## src/rtl/grf_bypass_log.sv

```systemverilog
// Register file for the write-back end of the pipeline, with same-cycle write-through bypass
// onto both read ports and a valid/ready commit-log FIFO that records every register write.
module grf_bypass_log #(
    parameter int LOG_DEPTH = 4
) (
    input  logic        clk,
    input  logic        reset,
    input  logic        RegWrite,
    input  logic [4:0]  A3,
    input  logic [31:0] Wd,
    input  logic [31:0] WPC,
    input  logic [4:0]  A1,
    input  logic [4:0]  A2,
    output logic [31:0] RD1,
    output logic [31:0] RD2,
    output logic        log_valid,
    input  logic        log_ready,
    output logic [31:0] log_pc,
    output logic [4:0]  log_addr,
    output logic [31:0] log_data,
    output logic        log_overflow
);

    localparam int PTR_W = (LOG_DEPTH > 1) ? $clog2(LOG_DEPTH) : 1;
    localparam int CNT_W = $clog2(LOG_DEPTH + 1);
    localparam logic [CNT_W-1:0] DEPTH_C = CNT_W'(LOG_DEPTH);

    logic [31:0]      r_regs    [32];
    logic [31:0]      r_fifo_pc [LOG_DEPTH];
    logic [4:0]       r_fifo_ad [LOG_DEPTH];
    logic [31:0]      r_fifo_dt [LOG_DEPTH];
    logic [PTR_W-1:0] r_wr_ptr;
    logic [PTR_W-1:0] r_rd_ptr;
    logic [CNT_W-1:0] r_count;
    logic             r_overflow;

    logic w_commit;
    logic w_full;
    logic w_pop;
    logic w_push;
    logic w_drop;

    assign w_commit = RegWrite && (A3 != 5'd0);
    assign w_full   = (r_count == DEPTH_C);
    assign w_pop    = (r_count != '0) && log_ready;
    // A full FIFO can still take a commit if the head leaves on the same edge.
    assign w_push   = w_commit && (!w_full || w_pop);
    assign w_drop   = w_commit && w_full && !w_pop;

    always_ff @(posedge clk or negedge reset) begin
        if (!reset) begin
            for (int i = 0; i < 32; i++) begin
                r_regs[i] <= '0;
            end
        end else if (w_commit) begin
            r_regs[A3] <= Wd;
        end
    end

    // Log storage needs no reset: outputs are masked while the FIFO is empty.
    always_ff @(posedge clk) begin
        if (w_push) begin
            r_fifo_pc[r_wr_ptr] <= WPC;
            r_fifo_ad[r_wr_ptr] <= A3;
            r_fifo_dt[r_wr_ptr] <= Wd;
        end
    end

    always_ff @(posedge clk or negedge reset) begin
        if (!reset) begin
            r_wr_ptr   <= '0;
            r_rd_ptr   <= '0;
            r_count    <= '0;
            r_overflow <= 1'b0;
        end else begin
            if (w_push) begin
                r_wr_ptr <= r_wr_ptr + PTR_W'(1);
            end
            if (w_pop) begin
                r_rd_ptr <= r_rd_ptr + PTR_W'(1);
            end
            case ({w_push, w_pop})
                2'b10:   r_count <= r_count + CNT_W'(1);
                2'b01:   r_count <= r_count - CNT_W'(1);
                default: r_count <= r_count;
            endcase
            if (w_drop) begin
                r_overflow <= 1'b1;
            end
        end
    end

    assign RD1 = (A1 == 5'd0)            ? 32'd0 :
                 (w_commit && (A3 == A1)) ? Wd    : r_regs[A1];
    assign RD2 = (A2 == 5'd0)            ? 32'd0 :
                 (w_commit && (A3 == A2)) ? Wd    : r_regs[A2];

    assign log_valid    = (r_count != '0);
    assign log_pc       = log_valid ? r_fifo_pc[r_rd_ptr] : 32'd0;
    assign log_addr     = log_valid ? r_fifo_ad[r_rd_ptr] : 5'd0;
    assign log_data     = log_valid ? r_fifo_dt[r_rd_ptr] : 32'd0;
    assign log_overflow = r_overflow;

endmodule
```

## config.mk

```make
export PLATFORM = sky130hd
export DESIGN_NAME = grf_bypass_log
export DESIGN_NICKNAME = d
export VERILOG_FILES = /design/src/rtl/grf_bypass_log.sv
export SDC_FILE = /design/constraint.sdc
export NUM_CORES = 2
export LEC_CHECK = 0
export CAP_MARGIN = 20
export CORE_ASPECT_RATIO = 1.75
export CORE_MARGIN = 2
export CORE_UTILIZATION = 50
export CTS_CLUSTER_DIAMETER = 50
export DETAILED_ROUTE_END_ITERATION = 8
export PLACE_DENSITY = 0.67
export SLEW_MARGIN = 25
export SYNTH_ARGS = -nofsm -noshare
export SYNTH_HDL_FRONTEND = slang
export SYNTH_SLANG_ARGS = --single-unit
```

## constraint.sdc

```tcl
create_clock -name clk -period 3.2 [get_ports clk]
set_input_delay 0.64 -clock clk [delete_from_list [all_inputs] [get_ports clk]]
set_output_delay 0.64 -clock clk [all_outputs]
set_load 0.02 [all_outputs]
```

# Word-level counts from Yosys, hierarchy flattened

Memory sizes are Yosys's and may differ from the RTL's.
Index checks and enable logic that the tools add are counted.

Register bits: 1032
Memory bits (writable): 276
Bits of input ports: 83
Output and inout bits: 135
Word-level logic and storage cells: 90
Memories kept: 3

Memory list:

| name      | depth | width | rd ports | clocked after memory_dff | write ports | line | RTL |
|---|---|---|---|---|---|---|---|
| r_fifo_dt | 4     | 32    | 1        | 0                        | 1           | 31   | `logic [31:0] r_fifo_dt [LOG_DEPTH];` |
| r_fifo_pc | 4     | 32    | 1        | 0                        | 1           | 29   | `logic [31:0] r_fifo_pc [LOG_DEPTH];` |
| r_fifo_ad | 4     | 5     | 1        | 0                        | 1           | 30   | `logic [4:0] r_fifo_ad [LOG_DEPTH];` |

Add/sub/neg operators: 4
Magnitude comparators: 4
Equal/unequal tests: 5
Muxes and demuxes: 19
Bitwise operators: 3
Reductions and logical operators: 16

Operator list:

| kind                                                                 | number |
|---|---|
| 1024-bit bitwise mux                                                 | 1 |
| 32-bit 2-to-1 mux                                                    | 11 |
| 32-bit binary-select mux with 5-bit select                           | 2 |
| 32-bit demux with 5-bit select                                       | 1 |
| 6-bit greater-or-equal comparator, second input constant             | 3 |
| 5-bit inverter with 6-bit output                                     | 3 |
| 5-bit == test                                                        | 2 |
| 5-bit zero test                                                      | 2 |
| 1-bit logical AND                                                    | 8 |
| 6-bit by 1-bit < comparator with 1-bit output, second input constant | 1 |
| 3-bit case mux with 2 select lines                                   | 1 |
| 5-bit 2-to-1 mux                                                     | 1 |
| 5-bit nonzero test                                                   | 1 |
| 2-bit by 1-bit adder with 2-bit output, second input constant        | 2 |
| 3-bit by 1-bit adder with 3-bit output, second input constant        | 1 |
| 3-bit == test, second input constant                                 | 1 |
| 3-bit nonzero test                                                   | 1 |
| 3-bit by 1-bit subtractor with 3-bit output, second input constant   | 1 |
| 2-bit by 1-bit == test with 1-bit output, second input constant      | 1 |
| 2-bit == test, second input constant                                 | 1 |
| 1-bit zero test                                                      | 2 |
| 1-bit 2-to-1 mux                                                     | 2 |
| 2-bit nonzero test                                                   | 1 |
| 1-bit logical OR                                                     | 1 |

# Logic depth before layout (Yosys ltp)

Word-level depth: 6
Depth in mapped cells: 10
Depth with buffers taken out: 7

# Worst setup path after synthesis

OpenSTA, ideal clock, no wires.

Path type: input to register
Start point: input port A3[3]
End point: memory r_fifo_ad[0][0] (enable)
Library setup time: 0.435 ns
Arrival time: 3.232 ns
Data required time: 2.765 ns
Slack: -0.466 ns
Cell stages on the path: 6
Path buffers: 2
Path through: buf_2 -> or3_1 -> o31ai_4 -> buf_4 -> nor2_1 -> and2_1

Longest elaborated chain between the ends: 5

RTL lines:

| element                                | line | RTL |
|---|---|---|
| start, declared                        | 9    | `input logic [4:0] A3,` |
| 5-bit nonzero test                     | 43   | `assign w_commit = RegWrite && (A3 != 5'd0);` |
| 1-bit logical AND                      | 43   |  |
| 1-bit logical AND                      | 47   | `assign w_push = w_commit && (!w_full \|\| w_pop);` |
| 1-bit 2-to-1 mux                       | 62   | `if (w_push) begin` |
| 1-bit 2-to-1 mux (not written as such) | 64   | `r_fifo_ad[r_wr_ptr] <= A3;` |
| end, declared                          | 30   |  |

No other way between the ends.

# Final worst setup path

Start point: input port A1[3]
End point: output port RD1[4]

Longest elaborated chain between the ends: 6
Elaborated cells between the ends (all ways): 9
Classes of those cells: eq/ne (1); mux (5); bitwise (1); reduce/logical (2)

RTL lines:

| element                                                | line | RTL |
|---|---|---|
| start, declared                                        | 12   | `input logic [4:0] A1,` |
| 5-bit inverter with 6-bit output (not written as such) | 94   | `(w_commit && (A3 == A1)) ? Wd : r_regs[A1];` |
| 32-bit binary-select mux with 5-bit select             | 94   |  |
| 32-bit 2-to-1 mux (not written as such) (2 in a row)   | 94   |  |
| 32-bit 2-to-1 mux                                      | 94   |  |
| 32-bit 2-to-1 mux (*)                                  | 93   | `assign RD1 = (A1 == 5'd0) ? 32'd0 :` |
| end, declared                                          | 14   | `output logic [31:0] RD1,` |

Every way passes the cells marked *; elsewhere a longest branch is shown, timed or not. The select of a mux whose other input is x is not followed.

==> run_results.csv <==
group,metric,value,unit
status,outcome,"complete, but fails checks",
status,failed_checks,"negative setup slack",
synthesis,synthFlopType,"dfrtp_1",
timing,setup_viol,91,
placement,place_area,0.0760,mm^2
pwr,vdd_ir_drop_max,421,uV
timing,slew_violations,0,
grt,grt_pass1_wl,347000,um
clock_tree,cts-root-buf,"clkbuf_16",
placement,place_inst,6529,
critical_path,worst_setup_path_end_kind,"output port",
timing,fin_crit,3.71,ns
critical_path,critPathMaxFanout,5,
timing,worst_pin_slew,0.684,ns
clock_tree,clkSlewWorstSetupHoldPaths,0.06,ns
placement,pre_cts_slack,-1.17,ns
hold_path,min-delay-path-class,"in2reg",
critical_path,crit_type,"in2out",
detailed_routing,drt_pass1_iterations,8,
critical_path,critPathRequiredTime,2.56,ns
synthesis,synthDistinctLibCells,67,
synthesis,async_flop_share,0.789,
timing,finalHoldViolCount,0,
grt,antenna_found_initial,7,
timing,fin_setup_tns,-15.49,ns
detailed_routing,drt_iter0_drc,4911,
timing,rsz0062_at_grt,"yes",
clock_tree,cts_tree,"yes",
detailed_routing,routed-via-count,47500,
synthesis,synthXorXnorAreaFrac,0.00198,
pwr,finalPower,54.9,mW
detailed_routing,route.detailed.drc,0,
floorplan,coreArea,0.132,mm^2
timing,fin_ws,-0.509,ns
synthesis,syn_area_per_cell,15.1,um^2
layout,final-instance-count-excl-fill,6945,
detailed_routing,ant_nets,0,
layout,mostFrequentLayoutCell,"dfrtp_1",
synthesis,yosysSeqAreaShare,0.514,
grt,grt_max_degree,83,
placement,gp_congestion,0.959,
critical_path,arrival,3.07,ns
clock_tree,clk_latency,0.79,ns
synthesis,synth_warnings,0,
floorplan,rows,176,
synthesis,synth_mux_area_frac,0.366,
synthesis,synthSimpleGateAreaFrac,0.0244,
synthesis,synth-compound-area-share,0.0590,
layout,nets,5231,
grt,grtUsageTotal,0.358,
clock_tree,cts_max_path_buffers,3,
synthesis,synth_nets,4479,
floorplan,die_height,486,um
synthesis,yosys.area_share.adder,0.00106,
floorplan,start_util,0.504,
layout,drive_gt1_frac,0.547,
synthesis,synth-edff-count,276,
floorplan,die_w,279,um
synthesis,synth_area,0.0664,mm^2
timing,skew,0.0260,ns
timing,maxSlewHeadroom,0.537,
layout,finish.utilization,0.642,
placement,numPortBuffers,217,
placement,dp_hpwl,163000,um
layout,final_cell_area,0.0846,mm^2
detailed_routing,via_per_inst,6.83,
synthesis,synth_top_family_by_area,"multiplexers",
pwr,p_leak,36.1,nW
timing,hold_ws,0.0732,ns
timing,max_clock_freq,270,MHz
critical_path,startpoint_type,"input port",
grt,grt_overflow,0,
critical_path,cp_cell_sequence,"clkdlybuf4s50_1 -> buf_4 -> a21oi_1 -> o31ai_4 -> buf_12 -> buf_4 -> a211oi_2 -> a211o_1 -> buf_6",
floorplan,io_pins,218,
detailed_routing,drt-wirelength-per-cell,35.3,um
detailed_routing,wl,245000,um
clock_tree,cts.sinks,1308,
synthesis,syn_inst,4391,
critical_path,r2r_cells,6,
layout,syn_to_final_growth,27.4,%
critical_path,crit_slowest_cell,"clkdlybuf4s50_1",
layout,most-common-layout-cells,"dfrtp_1, mux2_2, buf_4",
grt,grt_pass1_vias,49000,
clock_tree,htreeDepth,4,
pwr,power_density,649,mW/mm^2
critical_path,rrSetupSlack,0.84,ns
floorplan,dieArea,0.136,mm^2
clock_tree,cts_buffers,131,
critical_path,critPathMostFrequentCell,"buf_4",
timing,period_share,1.16,
flow_run,max_cap_violations,0,
hold_path,whs_path_depth,1,
synthesis,synth-seq-cells,1308,
critical_path,cpPeakStageDelay,0.56,ns
-- synth_stat cells, types with 17 or more instances --
master | number | area, um^2
a221oi_1 | 88 | 771
nor3_1 | 36 | 180
a211o_1 | 35 | 307
buf_2 | 114 | 571
dfrtp_1 | 1032 | 25800
mux2_1 | 99 | 1110
buf_6 | 19 | 214
and2_1 | 107 | 669
mux2_2 | 900 | 10100
mux4_2 | 435 | 9800
nand2b_1 | 22 | 138
o211ai_1 | 28 | 210
a21oi_1 | 65 | 325
nand2_1 | 34 | 128
a211oi_1 | 75 | 563
a221o_1 | 19 | 190
mux2i_1 | 325 | 3250
buf_1 | 58 | 218
o21ai_1 | 17 | 85.1
a22oi_1 | 48 | 360
nor2_1 | 37 | 139
o22ai_1 | 31 | 194
clkbuf_1 | 256 | 961
buf_4 | 30 | 225
o21ai_0 | 37 | 185
edfxtp_1 | 276 | 8290
-- layout make-up --
class	instances	area [um^2]
Timing Repair Buffer	1097	12000
Tap cell	1691	2120
Fill cell	9405	47100
Antenna cell	7	17.5
Sequential cell	1308	34100
Multi-Input combinational cell	2595	31900
Clock buffer	181	3800
Inverter	10	41.3
Clock inverter	56	567
-- sequential cells by signal (all words and copies together), names as in the netlist --
signal and count:
log_overflow 1, r_count 3, r_fifo_ad 20, r_fifo_dt 128
r_fifo_pc 128, r_rd_ptr 2, r_regs 1024, r_wr_ptr 2
-- per-layer routing --
metal	global-route usage	vias up	share of wire
met2	0.572	2732	0.47
met4	0.267	2	0.088
met5	0	-	0.000061
met3	0.0840	923	0.086
li1	-	18600	-
met1	0.423	25200	0.35
-- critical path: cells and delay by family --
| kind | cells | cell delay [ns] |
|---|---|---|
| AO/OA/AOI/OAI | 4 | 1.13 |
| buffers and inverters | 5 | 1.30 |
-- repair_timing --
action / 4_1_cts / 5_1_grt
cloned: 11 / 7
pin swaps: 87 / 68
gates resized for setup: 826 / 318
endpoints found under the hold margin: 49 / 0
hold buffers: 1 / 0
setup endpoints to repair: 134 / 89
setup buffers: 109 / 65
-- report_power, final --
group          switching, mW  internal (mW)
logic                   7.62           8.98
registers               2.15           20.3
clock network           6.97           8.90
-- worst paths after layout --
check | startpoint | end
min in group asynchronous | reset | r_regs[432]
worst max register to register | r_count[0] | r_count[2]
worst max-delay path | A1[3] | RD1[4]
max in group asynchronous | reset | r_regs[102]
worst min register to register | r_regs[995] | r_regs[995]
worst min-delay path | A3[4] | r_fifo_ad[0][4]
-- kinds of logic (layout without fill, tap and decap cells) --
logic type / count (synthesis) / count (layout)
compound gates: 526 / 526
xor+xnor: 15 / 15
simple gates: 290 / 290
buf+inv: 488 / 1344
other cells: 0 / 7
flops: 1308 / 1308
mux: 1759 / 1759
fa+ha+maj: 5 / 5
Power figures use the tool's default switching activity.
